**config.mk**
```make
export PLATFORM = sky130hd
export DESIGN_NAME = axi_lite_regfile
export DESIGN_NICKNAME = d
export VERILOG_FILES = /design/src/rtl/axi_lite_regfile.sv
export SDC_FILE = /design/constraint.sdc
export NUM_CORES = 1
export LEC_CHECK = 0
export BUFFER_PORTS_ARGS = -buffer_cell sky130_fd_sc_hd__buf_2
export CAP_MARGIN = 20
export CELL_PAD_IN_SITES_DETAIL_PLACEMENT = 2
export CELL_PAD_IN_SITES_GLOBAL_PLACEMENT = 2
export CORE_MARGIN = 2
export CORE_UTILIZATION = 36
export DETAILED_ROUTE_END_ITERATION = 7
export GPL_TIMING_DRIVEN = 0
export MAX_ROUTING_LAYER = met4
export PLACE_DENSITY_LB_ADDON = 0.1
export SLEW_MARGIN = 25
export SYNTH_ARGS = -nofsm -noshare
export SYNTH_HDL_FRONTEND = slang
export SYNTH_SLANG_ARGS = --single-unit
```
**constraint.sdc**
```tcl
create_clock -name clk -period 3.3 [get_ports clk]
set_input_delay 0.66 -clock clk [delete_from_list [all_inputs] [get_ports clk]]
set_output_delay 0.66 -clock clk [all_outputs]
set_load 0.02 [all_outputs]
```
**src/rtl/axi_lite_regfile.sv**
```systemverilog
// axi_lite_regfile
//   AXI4-Lite slave exposing NUM_REGS registers of DATA_WIDTH bits each.
//   The write address and write data channels are captured independently
//   into holding registers; a write commits in the first cycle both are
//   held. Reads return the registered value one cycle after the AR
//   handshake. At most one write and one read response are outstanding.
//
// Ports
//   clk                 : clock, rising edge
//   rst_n               : synchronous active-low reset
//   aw_addr/valid/ready : write address channel
//   w_data/strb/valid/ready : write data channel
//   b_resp/valid/ready  : write response channel
//   ar_addr/valid/ready : read address channel
//   r_data/resp/valid/ready : read data channel
//   reg_q               : all register contents, register i at [i*DATA_WIDTH +: DATA_WIDTH]
//   wr_pulse            : one-cycle strobe per register on a committed write
module axi_lite_regfile #(
  parameter int ADDR_WIDTH = 32,
  parameter int DATA_WIDTH = 32,
  parameter int NUM_REGS   = 16
) (
  input  logic                           clk,
  input  logic                           rst_n,
  input  logic [ADDR_WIDTH-1:0]          aw_addr,
  input  logic                           aw_valid,
  output logic                           aw_ready,
  input  logic [DATA_WIDTH-1:0]          w_data,
  input  logic [DATA_WIDTH/8-1:0]        w_strb,
  input  logic                           w_valid,
  output logic                           w_ready,
  output logic [1:0]                     b_resp,
  output logic                           b_valid,
  input  logic                           b_ready,
  input  logic [ADDR_WIDTH-1:0]          ar_addr,
  input  logic                           ar_valid,
  output logic                           ar_ready,
  output logic [DATA_WIDTH-1:0]          r_data,
  output logic [1:0]                     r_resp,
  output logic                           r_valid,
  input  logic                           r_ready,
  output logic [NUM_REGS*DATA_WIDTH-1:0] reg_q,
  output logic [NUM_REGS-1:0]            wr_pulse
);

  localparam int STRB_W = DATA_WIDTH / 8;
  localparam int LSB    = $clog2(STRB_W);
  localparam int IDX_W  = (NUM_REGS > 1) ? $clog2(NUM_REGS) : 1;
  localparam int TOP    = LSB + IDX_W;
  localparam logic [IDX_W:0] NUM_REGS_V = (IDX_W + 1)'(NUM_REGS);

  localparam logic [1:0] RESP_OKAY   = 2'b00;
  localparam logic [1:0] RESP_SLVERR = 2'b10;

  function automatic logic [IDX_W-1:0] addr_idx(input logic [ADDR_WIDTH-1:0] a);
    return a[LSB +: IDX_W];
  endfunction

  // In range: nothing set above the index field and index below NUM_REGS.
  // The byte-offset bits below LSB are don't-care.
  function automatic logic addr_ok(input logic [ADDR_WIDTH-1:0] a);
    return ((a >> TOP) == '0) && ({1'b0, a[LSB +: IDX_W]} < NUM_REGS_V);
  endfunction

  logic [DATA_WIDTH-1:0] regs [NUM_REGS];

  logic              aw_held;
  logic [IDX_W-1:0]  aw_idx_q;
  logic              aw_ok_q;
  logic              w_held;
  logic [DATA_WIDTH-1:0] w_data_q;
  logic [STRB_W-1:0] w_strb_q;
  logic              commit;

  // Readies come only from internal state; rst_n forces them low while
  // reset is asserted.
  assign aw_ready = rst_n & ~aw_held & ~b_valid;
  assign w_ready  = rst_n & ~w_held & ~b_valid;
  assign ar_ready = rst_n & ~r_valid;
  assign commit   = aw_held & w_held;

  always_ff @(posedge clk) begin
    if (!rst_n) begin
      aw_held  <= 1'b0;
      aw_idx_q <= '0;
      aw_ok_q  <= 1'b0;
      w_held   <= 1'b0;
      w_data_q <= '0;
      w_strb_q <= '0;
      b_valid  <= 1'b0;
      b_resp   <= RESP_OKAY;
      wr_pulse <= '0;
      for (int i = 0; i < NUM_REGS; i++) begin
        regs[i] <= '0;
      end
    end else begin
      wr_pulse <= '0;

      if (aw_valid && aw_ready) begin
        aw_held  <= 1'b1;
        aw_idx_q <= addr_idx(aw_addr);
        aw_ok_q  <= addr_ok(aw_addr);
      end

      if (w_valid && w_ready) begin
        w_held   <= 1'b1;
        w_data_q <= w_data;
        w_strb_q <= w_strb;
      end

      // Holding registers cannot refill while b_valid is up, so a commit
      // never overlaps an outstanding response.
      if (commit) begin
        aw_held <= 1'b0;
        w_held  <= 1'b0;
        b_valid <= 1'b1;
        b_resp  <= aw_ok_q ? RESP_OKAY : RESP_SLVERR;
        if (aw_ok_q) begin
          wr_pulse[aw_idx_q] <= 1'b1;
          for (int k = 0; k < STRB_W; k++) begin
            if (w_strb_q[k]) begin
              regs[aw_idx_q][k*8 +: 8] <= w_data_q[k*8 +: 8];
            end
          end
        end
      end else if (b_valid && b_ready) begin
        b_valid <= 1'b0;
      end
    end
  end

  // Read path runs independently of the write path. A read sampled on the
  // same edge as a commit sees the pre-write contents.
  always_ff @(posedge clk) begin
    if (!rst_n) begin
      r_valid <= 1'b0;
      r_data  <= '0;
      r_resp  <= RESP_OKAY;
    end else if (ar_valid && ar_ready) begin
      r_valid <= 1'b1;
      if (addr_ok(ar_addr)) begin
        r_data <= regs[addr_idx(ar_addr)];
        r_resp <= RESP_OKAY;
      end else begin
        r_data <= '0;
        r_resp <= RESP_SLVERR;
      end
    end else if (r_valid && r_ready) begin
      r_valid <= 1'b0;
    end
  end

  for (genvar i = 0; i < NUM_REGS; i++) begin : g_q
    assign reg_q[i*DATA_WIDTH +: DATA_WIDTH] = regs[i];
  end

endmodule

```
==> results.json, run 1 <==
{
  "status": "finished clean",
  "dieArea_mm2": 0.0757,
  "drive_gt1_frac": 0.344,
  "switching_share": 0.255,
  "clockPowerShare": 0.422,
  "die_w_um": 275,
  "htree_levels": 3,
  "drt_wl_total_mm": 117,
  "clk_pin_slew_worst_paths_ns": 0.06,
  "slowest_delay_ns": 0.56,
  "cts_buffer_depth": 3,
  "vias": 19700,
  "synth_area_per_cell_um2": 13.9,
  "p_int_w": 0.0134,
  "synth_cell_types": 39,
  "ant_nets": 0,
  "path_buf_inv": 3,
  "comb_power_share": 0.087,
  "cp_slowest_cell": "o21ai_2",
  "synth_seq_cells": 607,
  "pre_cts_ws_ns": -0.723,
  "fill_cells": 7344,
  "syn_inst": 1901,
  "grt_usage": 0.313,
  "cts_buffers": 69,
  "finalSetupViolations": 0,
  "grt_remaining_overflow": 0,
  "initial_core_util": 0.364,
  "whs_path_depth": 2,
  "worstMarginPinSlew_ns": 1.15,
  "antenna_found_initial": 11,
  "clock-sinks": 607,
  "worstPathMaxFanout": 10,
  "final_cell_mix": "buf_2 (688), and2_1 (513), edfxtp_1 (512)",
  "ctsHoldBuffers": 0,
  "arrival_ns": 3.53,
  "grt_max_degree": 14,
  "max_freq_mhz": 304,
  "cp_top_family": "buffers and inverters",
  "fp.coreArea_mm2": 0.0728,
  "yosysWarnings": 0,
  "critical_path_cell_count": 6,
  "placementRows": 99,
  "dr.pass1.iters": 5,
  "required_ns": 3.54,
  "grt_first_pass_wirelength_mm": 161,
  "final_common_cell": "buf_2",
  "setup_tns_ns": 0,
  "viasPerCell": 5.37,
  "rsz0062_at_grt": "true",
  "wire_per_inst_um": 31.8,
  "leakage_nw": 13.5,
  "post-dp-hpwl_mm": 92.9,
  "layout_min_cycle_time_ns": 3.29,
  "die_h_um": 275,
  "root_buffer": "clkbuf_16",
  "layout_setup_ws_ns": 0.00830,
  "port-buffer-count": 665,
  "synth_area_mm2": 0.0265,
  "pin_count": 676,
  "cts_tree": "done",
  "syn_to_final_growth_pct": 25.9,
  "hold_viol": 0,
  "clk-insertion-delay-late_ns": 0.62,
  "finClkSkew_ns": 0.0212,
  "hp-class": "in2reg",
  "ys_seq_area_frac": 0.652,
  "slew_headroom": 0.232,
  "cp-end-kind": "register",
  "maxCapViolCount": 0,
  "start_kind": "register",
  "crit_chain": "and4_1 -> buf_2 -> nand3_1 -> clkbuf_1 -> clkbuf_2 -> o21ai_2",
  "drv_slew": 0,
  "drt_iter0_markers": 1344,
  "critPathKind": "reg2reg",
  "layout.nets": 2749,
  "ir_drop_uv": 292,
  "worstRegToRegCells": 6,
  "first_global_vias": 21400,
  "post-route-period-util": 0.997,
  "route.detailed.drc": 0,
  "finalWeightedCongestion": 0.941,
  "pwr-share-seq": 0.490,
  "p_per_area_mw_per_mm2": 538,
  "switchingPower_w": 0.00458
}
-- through the flow --
stage / hold WS, ns / std cells / instance area, um2 / util / power (W)
finish: 0.226 / 3667 / 33300 / 0.458 / 0.0179
CTS: 0.206 / 3659 / 33300 / 0.457 / 0.0180
floorplan: 0.437 / 1902 / 26500 / - / 0.00970
global route: 0.217 / 3662 / 33300 / 0.458 / 0.0184
global placement: 0.437 / 3526 / 31000 / 0.426 / 0.0105
detailed placement: 0.453 / 3530 / 31000 / 0.426 / 0.0105
-- registers in the layout, summed over array words and instances, names as in the netlist --
signal	cells
aw_idx_q	4
r_data	32
regs	512
r_resp	1
wr_pulse	16
aw_ok_q	1
b_valid	1
w_data_q	32
aw_held	1
b_resp	1
w_held	1
w_strb_q	4
r_valid	1
-- path summary, 6_finish.rpt --
| check | startpoint | endpoint | slack, ns |
|---|---|---|---|
| hold reg to reg | r_data[24] | r_data[24] | 0.46 |
| setup reg to reg | aw_held | regs[14][12] | 0.008 |
| hold / removal | r_ready | r_valid | 0.23 |
| setup / recovery | aw_held | regs[14][12] | 0.008 |
-- worst register-to-register path: stages (launching register included) --
cell and delay, ns:
dfxtp_1 0.46, and4_1 0.24, buf_2 0.14, nand3_1 0.49
clkbuf_1 0.53, clkbuf_2 0.50, o21ai_2 0.57
-- layer usage --
| layer | GRT usage | vias to the layer above | wire length, um |
|---|---|---|---|
| met4 | 0.0917 | 0 | 3130 |
| met5 | - | - | 0 |
| li1 | - | 8477 | - |
| met2 | 0.555 | 733 | 61700 |
| met1 | 0.366 | 10300 | 45100 |
| met3 | 0.0492 | 155 | 6750 |
-- layout make-up --
type	instances	area, um2	area share
Antenna cell	9	22.5	0.000675
Buffer	126	569	0.0171
Clock buffer	102	1980	0.0595
Clock inverter	26	195	0.00585
Inverter	2	7.51	0.000225
Multi-Input combinational cell	1166	8720	0.262
Sequential cell	607	17300	0.518
Tap cell	959	1200	0.0360
Timing Repair Buffer	670	3370	0.101
-- cell families after synthesis --
group / count (synthesis) / share of synthesized area
mux: 164 / 0.107
compound gates: 236 / 0.0542
flops: 607 / 0.652
other cells: 1 / 0.000142
buf+inv: 129 / 0.0218
simple gates: 764 / 0.164
-- synth_stat cells --
| cell | count | area [um2] |
|---|---|---|
| a211oi_1 | 1 | 7.51 |
| a21oi_1 | 72 | 360 |
| a311oi_1 | 1 | 8.76 |
| and2_1 | 513 | 3210 |
| and4_1 | 2 | 17.5 |
| buf_2 | 23 | 115 |
| buf_4 | 10 | 75.1 |
| buf_6 | 2 | 22.5 |
| buf_8 | 1 | 15.0 |
| clkbuf_1 | 91 | 342 |
| conb_1 | 1 | 3.75 |
| dfxtp_1 | 95 | 1900 |
| edfxtp_1 | 512 | 15400 |
| inv_1 | 2 | 7.51 |
| mux2i_1 | 68 | 681 |
| mux4_2 | 96 | 2160 |
| nand2_1 | 119 | 447 |
| nand2b_1 | 7 | 43.8 |
| nand3_1 | 6 | 30.0 |
| nand3b_1 | 2 | 15.0 |
| nand4_1 | 2 | 12.5 |
| nor2_1 | 76 | 285 |
| nor2_4 | 9 | 101 |
| nor2b_1 | 4 | 25.0 |
| nor3_1 | 5 | 25.0 |
| nor3_2 | 1 | 10.0 |
| nor3b_1 | 1 | 7.51 |
| nor4_1 | 12 | 75.1 |
| nor4bb_1 | 1 | 10.0 |
| o211a_1 | 1 | 10.0 |
| o21a_1 | 1 | 7.51 |
| o21ai_0 | 58 | 290 |
| o21ai_1 | 6 | 30.0 |
| o221ai_1 | 32 | 280 |
| o22ai_1 | 32 | 200 |
| o31ai_1 | 32 | 240 |
| or2_2 | 2 | 12.5 |
| or3b_1 | 1 | 8.76 |
| or4_1 | 1 | 7.51 |
-- power groups by stage --
| stage | registers [W] | clock network [W] | logic (W) |
|---|---|---|---|
| 2_1_floorplan | 0.00911 | 0 | 0.000591 |
| 3_3_place_gp | 0.00895 | 0 | 0.00152 |
| 3_5_place_dp | 0.00896 | 0 | 0.00156 |
| 4_1_cts | 0.00880 | 0.00766 | 0.00157 |
| 5_1_grt | 0.00881 | 0.00796 | 0.00166 |
| 6_report | 0.00880 | 0.00757 | 0.00157 |
-- timing repair --
item,CTS,global route
setup endpoints to repair,113,80
cloned,0,0
buffers inserted,1,0
pin swaps,0,0
gates resized for setup,8,16
Power figures use the tool's default switching activity.
==> run 2, diff against run 1 <==
--- a/config.mk
+++ b/config.mk
@@ -9,7 +9,7 @@
 export CAP_MARGIN = 20
 export CELL_PAD_IN_SITES_DETAIL_PLACEMENT = 2
 export CELL_PAD_IN_SITES_GLOBAL_PLACEMENT = 2
-export CORE_MARGIN = 2
+export CORE_MARGIN = 3
 export CORE_UTILIZATION = 36
 export DETAILED_ROUTE_END_ITERATION = 7
 export GPL_TIMING_DRIVEN = 0
==> run 2 against run 1 <==
Effect of this change: the flow now finishes with violations (negative setup slack); critical path depth down 1; total power rose by 0.58%; sequential cell count unchanged; final area barely moved; wire length increased by 0.24%; combinational power hardly changed; worst setup slack got worse by 0.0099 ns; register-to-register slack about the same; fmax fell by 0.30%; global-route usage decreased by 0.46 points; largest power group unchanged.
==> results.json, run 2 (synthesized netlist as in run 1, its figures left out) <==
{
  "p_per_area_mw_per_mm2": 541,
  "status": "finished with violations",
  "final_cell_mix": "buf_2 (688), and2_1 (513), edfxtp_1 (512)",
  "clock-sinks": 607,
  "critPathKind": "reg2reg",
  "comb_power_share": 0.087,
  "finalSetupViolations": 3,
  "crit_chain": "and4_1 -> buf_2 -> nand3b_1 -> clkbuf_1 -> o21ai_1",
  "syn_to_final_growth_pct": 26.0,
  "root_buffer": "clkbuf_16",
  "largest_reg_flops": 512,
  "initial_core_util": 0.367,
  "slew_headroom": 0.240,
  "cp-end-kind": "register",
  "cp_slowest_cell": "o21ai_1",
  "die_w_um": 277,
  "drt_iter0_markers": 1295,
  "hp-class": "in2reg",
  "viasPerCell": 5.42,
  "die_h_um": 277,
  "p_int_w": 0.0136,
  "slowest_delay_ns": 0.88,
  "top_register": "regs",
  "cp_top_family": "compound AO/OA/AOI/OAI gates",
  "placed_area_mm2": 0.0310,
  "arrival_ns": 3.52,
  "cts_buffer_depth": 3,
  "worstMarginPinSlew_ns": 1.14,
  "post-dp-hpwl_mm": 94.1,
  "path_buf_inv": 2,
  "setup_tns_ns": -0.00406,
  "vias": 19800,
  "grt_max_degree": 20,
  "start_kind": "register",
  "finClkSkew_ns": 0.0202,
  "layout_setup_ws_ns": -0.00160,
  "drt_wl_total_mm": 117,
  "whs_path_depth": 2,
  "htree_levels": 3,
  "final_common_cell": "buf_2",
  "fp.coreArea_mm2": 0.0722,
  "wire_per_inst_um": 32.0,
  "pin_count": 676,
  "grt_usage": 0.309,
  "drive_gt1_frac": 0.346,
  "antenna_found_initial": 13,
  "cts_tree": "done",
  "ant_nets": 0,
  "ctsHoldBuffers": 0,
  "total_power_w": 0.0180,
  "layout_min_cycle_time_ns": 3.30,
  "postCtsResizedCells": 12,
  "grt_first_pass_wirelength_mm": 165,
  "failed_checks": "negative setup slack",
  "reg_top3": "regs x512, r_data x32, w_data_q x32",
  "switchingPower_w": 0.00448,
  "rsz0062_at_grt": "true",
  "route.detailed.drc": 0,
  "grt_remaining_overflow": 0,
  "leakage_nw": 13.5,
  "clockPowerShare": 0.425,
  "cts_buffers": 70,
  "pwr-share-seq": 0.488,
  "clk-insertion-delay-late_ns": 0.60,
  "required_ns": 3.52,
  "max_freq_mhz": 303,
  "ir_drop_uv": 417,
  "dr.pass1.iters": 5,
  "postLayoutCellArea_mm2": 0.0334,
  "worstRegToRegCells": 5,
  "switching_share": 0.248,
  "post-route-period-util": 1.00,
  "cts_setup_buffers": 0,
  "first_global_vias": 21700,
  "layout.nets": 2749,
  "placementRows": 98,
  "critical_path_cell_count": 5,
  "port-buffer-count": 665,
  "maxCapViolCount": 0,
  "drv_slew": 0,
  "pre_cts_ws_ns": -0.753,
  "hold_viol": 0,
  "worstPathMaxFanout": 10,
  "dieArea_mm2": 0.0768,
  "clk_pin_slew_worst_paths_ns": 0.06,
  "finalWeightedCongestion": 0.929
}
[run 2: cell types whose count changed in the layout (fill, tap and decap cells not counted), moves of 2 or more]
cell,previous run,this run
clkbuf_1,110,114
clkinv_2,7,11
inv_6,5,0
clkinv_1,9,4
clkbuf_8,7,5
clkinvlp_4,3,1
o21ai_2,10,20
clkbuf_16,72,74
o21ai_4,5,1
o21ai_1,49,43
bufinv_16,2,4
[run 2: final timing paths]
kind / slack, ns / startpoint / endpoint
setup / recovery: -0.002 / aw_held / regs[5][11]
hold / removal: 0.25 / r_ready / r_valid
setup reg to reg: -0.002 / aw_held / regs[5][11]
hold reg to reg: 0.45 / r_data[30] / r_data[30]
[run 2: final cells by class]
| cell class | instances | area (um2) |
|---|---|---|
| clock inverter | 20 | 198 |
| clock buffer | 106 | 2020 |
| sequential | 607 | 17300 |
| antenna | 10 | 25.0 |
| tap | 950 | 1190 |
| fill | 7315 | 38900 |
| inverter | 2 | 7.51 |
| timing repair buffer | 670 | 3370 |
| buffer | 125 | 564 |
| multi-input combinational | 1166 | 8710 |
[run 2: metrics by stage]
step / hold slack (ns) / instances / utilization
global placement: 0.433 / 3517 / 0.429
global route: 0.245 / 3653 / 0.462
detailed placement: 0.439 / 3522 / 0.430
floorplan: 0.437 / 1902 / -
CTS: 0.224 / 3647 / 0.461
finish: 0.250 / 3656 / 0.462
[run 2: worst reg2reg max path: cells and delay by family (launching register included)]
kind,cells,cell delay [ns]
and+or+nand+nor,2,0.82
buffers and inverters,2,0.75
DFF,1,0.48
AOI/OAI and AO/OA,1,0.88
[run 2: power by group through the flow]
stage / Clock (W) / Combinational [W] / Sequential (W)
detailed placement: 0 / 0.00157 / 0.00896
global route: 0.00810 / 0.00165 / 0.00882
CTS: 0.00780 / 0.00158 / 0.00880
floorplan: 0 / 0.000591 / 0.00911
finish: 0.00768 / 0.00157 / 0.00880
global placement: 0 / 0.00152 / 0.00895
[run 2: layer usage]
| metal | GRT usage | wire [um] |
|---|---|---|
| met2 | 0.553 | 62200 |
| met1 | 0.359 | 44300 |
| met3 | 0.0462 | 7110 |
| met5 | - | 0 |
| met4 | 0.0885 | 3410 |
